`config.mk`:
```
export PLATFORM = sky130hd
export DESIGN_NAME = atomik_core_scheduler
export DESIGN_NICKNAME = d
export VERILOG_FILES = /design/src/rtl/atomik_core_scheduler.sv
export SDC_FILE = /design/constraint.sdc
export NUM_CORES = 1
export LEC_CHECK = 0
export BUFFER_PORTS_ARGS = -buffer_cell sky130_fd_sc_hd__buf_2
export CAP_MARGIN = 20
export CORE_ASPECT_RATIO = 1.25
export CORE_MARGIN = 8
export CORE_UTILIZATION = 40
export DETAILED_ROUTE_END_ITERATION = 10
export GPL_ROUTABILITY_DRIVEN = 0
export GPL_TIMING_DRIVEN = 0
export PLACE_DENSITY = 0.79
export SYNTH_ARGS = -nofsm -noshare
export SYNTH_HDL_FRONTEND = slang
export SYNTH_SLANG_ARGS = --single-unit
```
`constraint.sdc`:
```
create_clock -name clk -period 1.65 [get_ports clk]
set_input_delay 0.2475 -clock clk [delete_from_list [all_inputs] [get_ports clk]]
set_output_delay 0.2475 -clock clk [all_outputs]
set_load 0.1 [all_outputs]
```
`src/rtl/atomik_core_scheduler.sv`:
```
// rtl/atomik_core_scheduler.sv - two-requester round-robin scheduler feeding a single BIOS core
//
// Ports:
//   clk, rst            single clock, synchronous active-high reset
//   core_enable         0 blocks new grants (never aborts an in-flight transaction)
//   req_valid/req_data  per-requester request (bit0/low word = host, bit1/high word = stimulus)
//   req_ready           combinational one-hot accept, only in IDLE
//   rsp_valid/rsp_data  one-hot response valid plus shared response word
//   rsp_ready           per-requester response accept (non-owner bit ignored)
//   rsp_timeout         1 = response produced by the WAIT timeout, rsp_data = 0
//   core_data_in/valid  word and single-cycle issue strobe to the core
//   core_data_out/ready core result word and strobe (only honoured in WAIT)
//   busy                high in any state other than IDLE
//   timeout_cnt         saturating count of timeouts
//
// Optional feature macro: ATOMIK_SCHED_TIMEOUT_EN enables the WAIT timeout,
// the 16-bit wait counter and timeout_cnt. Without it WAIT waits forever.

module atomik_core_scheduler #(
    parameter int DATA_W         = 32,
    parameter int TIMEOUT_CYCLES = 1024
) (
    input  logic                clk,
    input  logic                rst,
    input  logic                core_enable,
    input  logic [1:0]          req_valid,
    input  logic [2*DATA_W-1:0] req_data,
    output logic [1:0]          req_ready,
    output logic [1:0]          rsp_valid,
    output logic [DATA_W-1:0]   rsp_data,
    input  logic [1:0]          rsp_ready,
    output logic                rsp_timeout,
    output logic [DATA_W-1:0]   core_data_in,
    output logic                core_data_valid,
    input  logic [DATA_W-1:0]   core_data_out,
    input  logic                core_data_ready,
    output logic                busy,
    output logic [7:0]          timeout_cnt
);

    typedef enum logic [1:0] {
        S_IDLE  = 2'd0,
        S_ISSUE = 2'd1,
        S_WAIT  = 2'd2,
        S_RESP  = 2'd3
    } state_t;

    state_t            r_state;
    state_t            w_state_next;
    logic              r_last_grant;
    logic              r_idx;
    logic [DATA_W-1:0] r_data;
    logic [DATA_W-1:0] r_rsp_data;

    logic              w_accept;
    logic              w_grant_idx;
    logic              w_capture;
    logic              w_timeout_hit;

`ifdef ATOMIK_SCHED_TIMEOUT_EN
    localparam logic [15:0] LP_WAIT_LAST = 16'(TIMEOUT_CYCLES - 1);

    logic [15:0] r_wait_cnt;
    logic        r_rsp_timeout;
    logic [7:0]  r_timeout_cnt;
`else
    // Parameter is kept for interface compatibility only in this build.
    logic w_unused_timeout_param;
    assign w_unused_timeout_param = ^16'(TIMEOUT_CYCLES);
`endif

    // Next-state, grant and output decode.
    always_comb begin
        w_state_next    = r_state;
        w_accept        = 1'b0;
        w_grant_idx     = 1'b0;
        w_capture       = 1'b0;
        w_timeout_hit   = 1'b0;
        req_ready       = 2'b00;
        rsp_valid       = 2'b00;
        core_data_in    = '0;
        core_data_valid = 1'b0;
        busy            = (r_state != S_IDLE);

        case (r_state)
            S_IDLE: begin
                if (core_enable && (|req_valid)) begin
                    w_accept = 1'b1;
                    // On a tie the requester that did not win last time goes next.
                    if (&req_valid) begin
                        w_grant_idx = ~r_last_grant;
                    end else begin
                        w_grant_idx = req_valid[1];
                    end
                    req_ready    = w_grant_idx ? 2'b10 : 2'b01;
                    w_state_next = S_ISSUE;
                end
            end
            S_ISSUE: begin
                core_data_in    = r_data;
                core_data_valid = 1'b1;
                w_state_next    = S_WAIT;
            end
            S_WAIT: begin
                core_data_in = r_data;
                // A result arriving on the last allowed cycle beats the timeout.
                if (core_data_ready) begin
                    w_capture    = 1'b1;
                    w_state_next = S_RESP;
                end
`ifdef ATOMIK_SCHED_TIMEOUT_EN
                else if (r_wait_cnt == LP_WAIT_LAST) begin
                    w_timeout_hit = 1'b1;
                    w_state_next  = S_RESP;
                end
`endif
            end
            S_RESP: begin
                rsp_valid = r_idx ? 2'b10 : 2'b01;
                if (rsp_ready[r_idx]) begin
                    w_state_next = S_IDLE;
                end
            end
            default: begin
                w_state_next = S_IDLE;
            end
        endcase
    end

    // State register and datapath.
    always_ff @(posedge clk) begin
        if (rst) begin
            r_state      <= S_IDLE;
            r_last_grant <= 1'b1;
            r_idx        <= 1'b0;
            r_data       <= '0;
            r_rsp_data   <= '0;
        end else begin
            r_state <= w_state_next;
            if (w_accept) begin
                r_last_grant <= w_grant_idx;
                r_idx        <= w_grant_idx;
                r_data       <= w_grant_idx ? req_data[2*DATA_W-1:DATA_W] : req_data[DATA_W-1:0];
            end
            if (w_capture) begin
                r_rsp_data <= core_data_out;
            end else if (w_timeout_hit) begin
                r_rsp_data <= '0;
            end
        end
    end

`ifdef ATOMIK_SCHED_TIMEOUT_EN
    always_ff @(posedge clk) begin
        if (rst) begin
            r_wait_cnt    <= 16'd0;
            r_rsp_timeout <= 1'b0;
            r_timeout_cnt <= 8'd0;
        end else begin
            if (r_state == S_ISSUE) begin
                r_wait_cnt <= 16'd0;
            end else if (r_state == S_WAIT) begin
                r_wait_cnt <= r_wait_cnt + 16'd1;
            end
            if (w_capture) begin
                r_rsp_timeout <= 1'b0;
            end else if (w_timeout_hit) begin
                r_rsp_timeout <= 1'b1;
                if (r_timeout_cnt != 8'hFF) begin
                    r_timeout_cnt <= r_timeout_cnt + 8'd1;
                end
            end
        end
    end

    assign rsp_timeout = r_rsp_timeout;
    assign timeout_cnt = r_timeout_cnt;
`else
    assign rsp_timeout = 1'b0;
    assign timeout_cnt = 8'd0;
`endif

    assign rsp_data = r_rsp_data;

endmodule

```
==> results.py <==
metrics = {
    "global_route": {
        "gr-total-overflow": 0,
        "grt_max_degree": 17,
        "grt_pass1_vias": 3735,
        "globalRouteTotalUtil_pct": 20.3,
        "grt_pass1_wl_um": 17500,
        "antenna_found_initial": 0,
    },
    "critical_path": {
        "critical-path-top-delay-family": "buffers and inverters",
        "rrSetupSlack_ps": 20,
        "critical_path_depth": 5,
        "crit_start": "r_state[1]",
        "cp_slowest_cell": "dfxtp_2",
        "endpoint": "core_data_in[5]",
        "crit_buf_inv": 3,
        "path_cells": "inv_2 > ha_4 > clkbuf_16 > and2_4 > buf_12",
        "critical_path_class": "register to output pin",
        "path_max_fanout": 10,
        "slowest_delay_ps": 340,
        "reg2reg_to": "r_data[22]",
        "crit_arrival_ps": 1560,
        "worst_setup_path_end_kind": "output pin",
        "worstPathRequired_ps": 1400,
        "startpoint_type": "register",
        "reg2reg_from": "r_state[0]",
        "reg2reg_depth": 8,
    },
    "die": {
        "start_util_pct": 41.1,
        "die_area_mm2": 0.0111,
        "die_h_um": 116,
        "rows": 36,
        "coreArea_mm2": 0.00775,
        "fp.dieW_um": 95.8,
        "io_pins": 183,
    },
    "detailed_routing": {
        "wl_per_cell_um": 16.5,
        "via_count": 3520,
        "dr.pass1.iters": 5,
        "post-route-drc-count": 0,
        "wirelength_um": 11600,
        "drt-initial-drc-count": 124,
        "viasPerCell": 5.00,
        "drtAntennaViolNets": 0,
    },
    "clocking": {
        "cts_buffers": 9,
        "htreeDepth": 3,
        "hold_buffers": 0,
        "clk_pin_slew_ps": 70,
        "clock-sinks": 68,
        "clk_path_buf_depth": 2,
        "clock_latency_ps": 340,
        "clockRootBuffer": "clkbuf_8",
        "cts_tree": "done",
    },
    "sta": {
        "fin_crit_sh_pct": 110,
        "rsz0062_at_grt": "true",
        "slew_violations": 0,
        "setup_viol": 34,
        "tightest_slew_ps": 790,
        "whs_ps": 141,
        "setup_slack_ps": -159,
        "fin_crit_ps": 1810,
        "slew_headroom_pct": 47.4,
        "max_freq_mhz": 553,
        "finalClockSkew_ps": 7.12,
        "hold_viol": 0,
    },
    "final_layout": {
        "design_area_mm2": 0.00535,
        "final_util_pct": 69.1,
        "area_growth_pct": 67.9,
        "seq_area_mm2": 0.00136,
        "layout.cells.non_filler": 704,
        "multi_input_area_mm2": 0.00179,
        "nets": 712,
        "drive_gt1_share_pct": 52.7,
        "nFillCells": 577,
    },
    "pwr": {
        "power_leakage_nw": 2.43,
        "power_density_mw_per_mm2": 1800,
        "vdd_drop_max_uv": 1170,
    },
    "yosys": {
        "synth_area_leader_cell": "dfxtp_1",
        "synth_cell_types": 26,
        "syn_inst": 401,
        "synth_area_leaders": "dfxtp_1 (43%), nand2_1 (12%), a211oi_2 (11%)",
        "yosys.area.top_type_share_pct": 42.7,
        "synth.cell_area_mm2": 0.00319,
        "ys_seq_area_share_pct": 42.7,
        "synth_warnings": 0,
        "avgSynthCellArea_um2": 7.94,
        "ys_seq_elements": 68,
    },
    "place": {
        "io_buffers": 172,
        "dp.cells": 676,
        "hpwl_um": 8080,
        "dp_slack_ps": -489,
        "dpl-instance-area_mm2": 0.00432,
    },
    "min_path": {
        "worstHoldStart": "core_data_out[12]",
        "hold_class": "input pin to register",
    },
    "run_status": {
        "outcome": "finished, violations left",
        "violations": "setup timing",
    },
    "run": {
        "drv_cap": 0,
    },
}
worst min-delay path by stage:
stage          cells after the start      endpoint  slack (ps)
3_5_place_dp                       2  rsp_data[26]         440
4_1_cts                            3  rsp_data[22]         120
6_report                           3  rsp_data[12]         140
2_1_floorplan                      2   rsp_data[0]         380
5_1_grt                            3  rsp_data[22]         120
3_3_place_gp                       2   rsp_data[6]         440
metrics by stage:
stage,power [mW],TNS (ps)
after floorplan,6.00,-291
after global placement,6.72,-12600
after detailed placement,6.81,-14460
after CTS,9.37,-6230
after global routing,10.1,-6850
final,9.63,-4470
cells by family (layout without fill, tap and decap cells):
group	after synthesis	after routing	share of synthesized area, %
AND/OR/NAND/NOR	179	179	24.3
adder cells (fa/ha/maj)	4	4	1.57
AO/OA/AOI/OAI	102	102	23.1
flip-flops	68	68	42.7
buffers and inverters	46	244	7.86
multiplexers	1	1	0.314
other	1	11	0.118
worst register-to-register path: cells and delay by family (launching register included):
| kind | cells | cell delay [ps] |
|---|---|---|
| adders and majority gates | 1 | 160 |
| DFF | 1 | 330 |
| and+or+nand+nor | 1 | 240 |
| buffers and inverters | 4 | 420 |
| AOI/OAI and AO/OA | 2 | 330 |
synth_stat cells, drive strengths merged:
master	number
nor2	35
buf	26
ha	4
inv	4
mux2i	1
nor2b	1
a221oi	1
nand2	104
nand3	1
or2	1
a31o	1
clkbuf	16
a21oi	67
nand4	1
a211oi	32
dfxtp	68
o21ai	1
conb	1
and2	35
nand2b	1
cell usage in the layout, fill, tap and decap left out, types with 4 or more instances in the layout:
cell type,instances
buf_4,24
buf_6,6
and2_4,33
clkbuf_1,10
nor2_2,12
buf_2,139
a211oi_2,27
clkbuf_8,11
conb_1,9
buf_12,36
buf_8,4
nand2_1,103
a21oi_1,64
a211oi_1,5
dfxtp_1,66
nor2_1,20
power by group:
part           total [mW]  switching (mW)  internal (mW)
Sequential           2.13           0.180           1.95
Clock                1.36           0.597          0.763
Combinational        6.14            3.88           2.26
timing repair:
| action | in CTS | in global routing |
|---|---|---|
| pin swaps | 4 | 8 |
| cloned | 0 | 2 |
| setup buffers | 13 | 4 |
| gates resized for setup | 189 | 21 |
| endpoints found under the setup margin | 38 | 87 |
layout make-up:
cell class,instances,area share [%]
antenna,2,0.0935
clock inverter,2,0.655
buffer,37,5.22
inverter,4,0.421
timing repair buffer,189,29.5
multi-input combinational,295,33.5
tap,95,2.22
clock buffer,12,2.90
sequential,68,25.5
per-layer routing:
| layer | GRT usage, % | vias to the layer above | share of wire [%] |
|---|---|---|---|
| li1 | - | 1713 | - |
| met1 | 20.0 | 1626 | 36 |
| met2 | 36.1 | 156 | 53 |
| met3 | 7.91 | 25 | 8.8 |
| met4 | 9.25 | 0 | 2.2 |
| met5 | 0 | - | 0 |
state kept, by name, indices dropped and copies added, names as in the netlist:
name and count:
r_data 32, r_idx 1, rsp_data 32, r_last_grant 1, r_state 2
No activity file was read; power rests on OpenSTA's default activity.
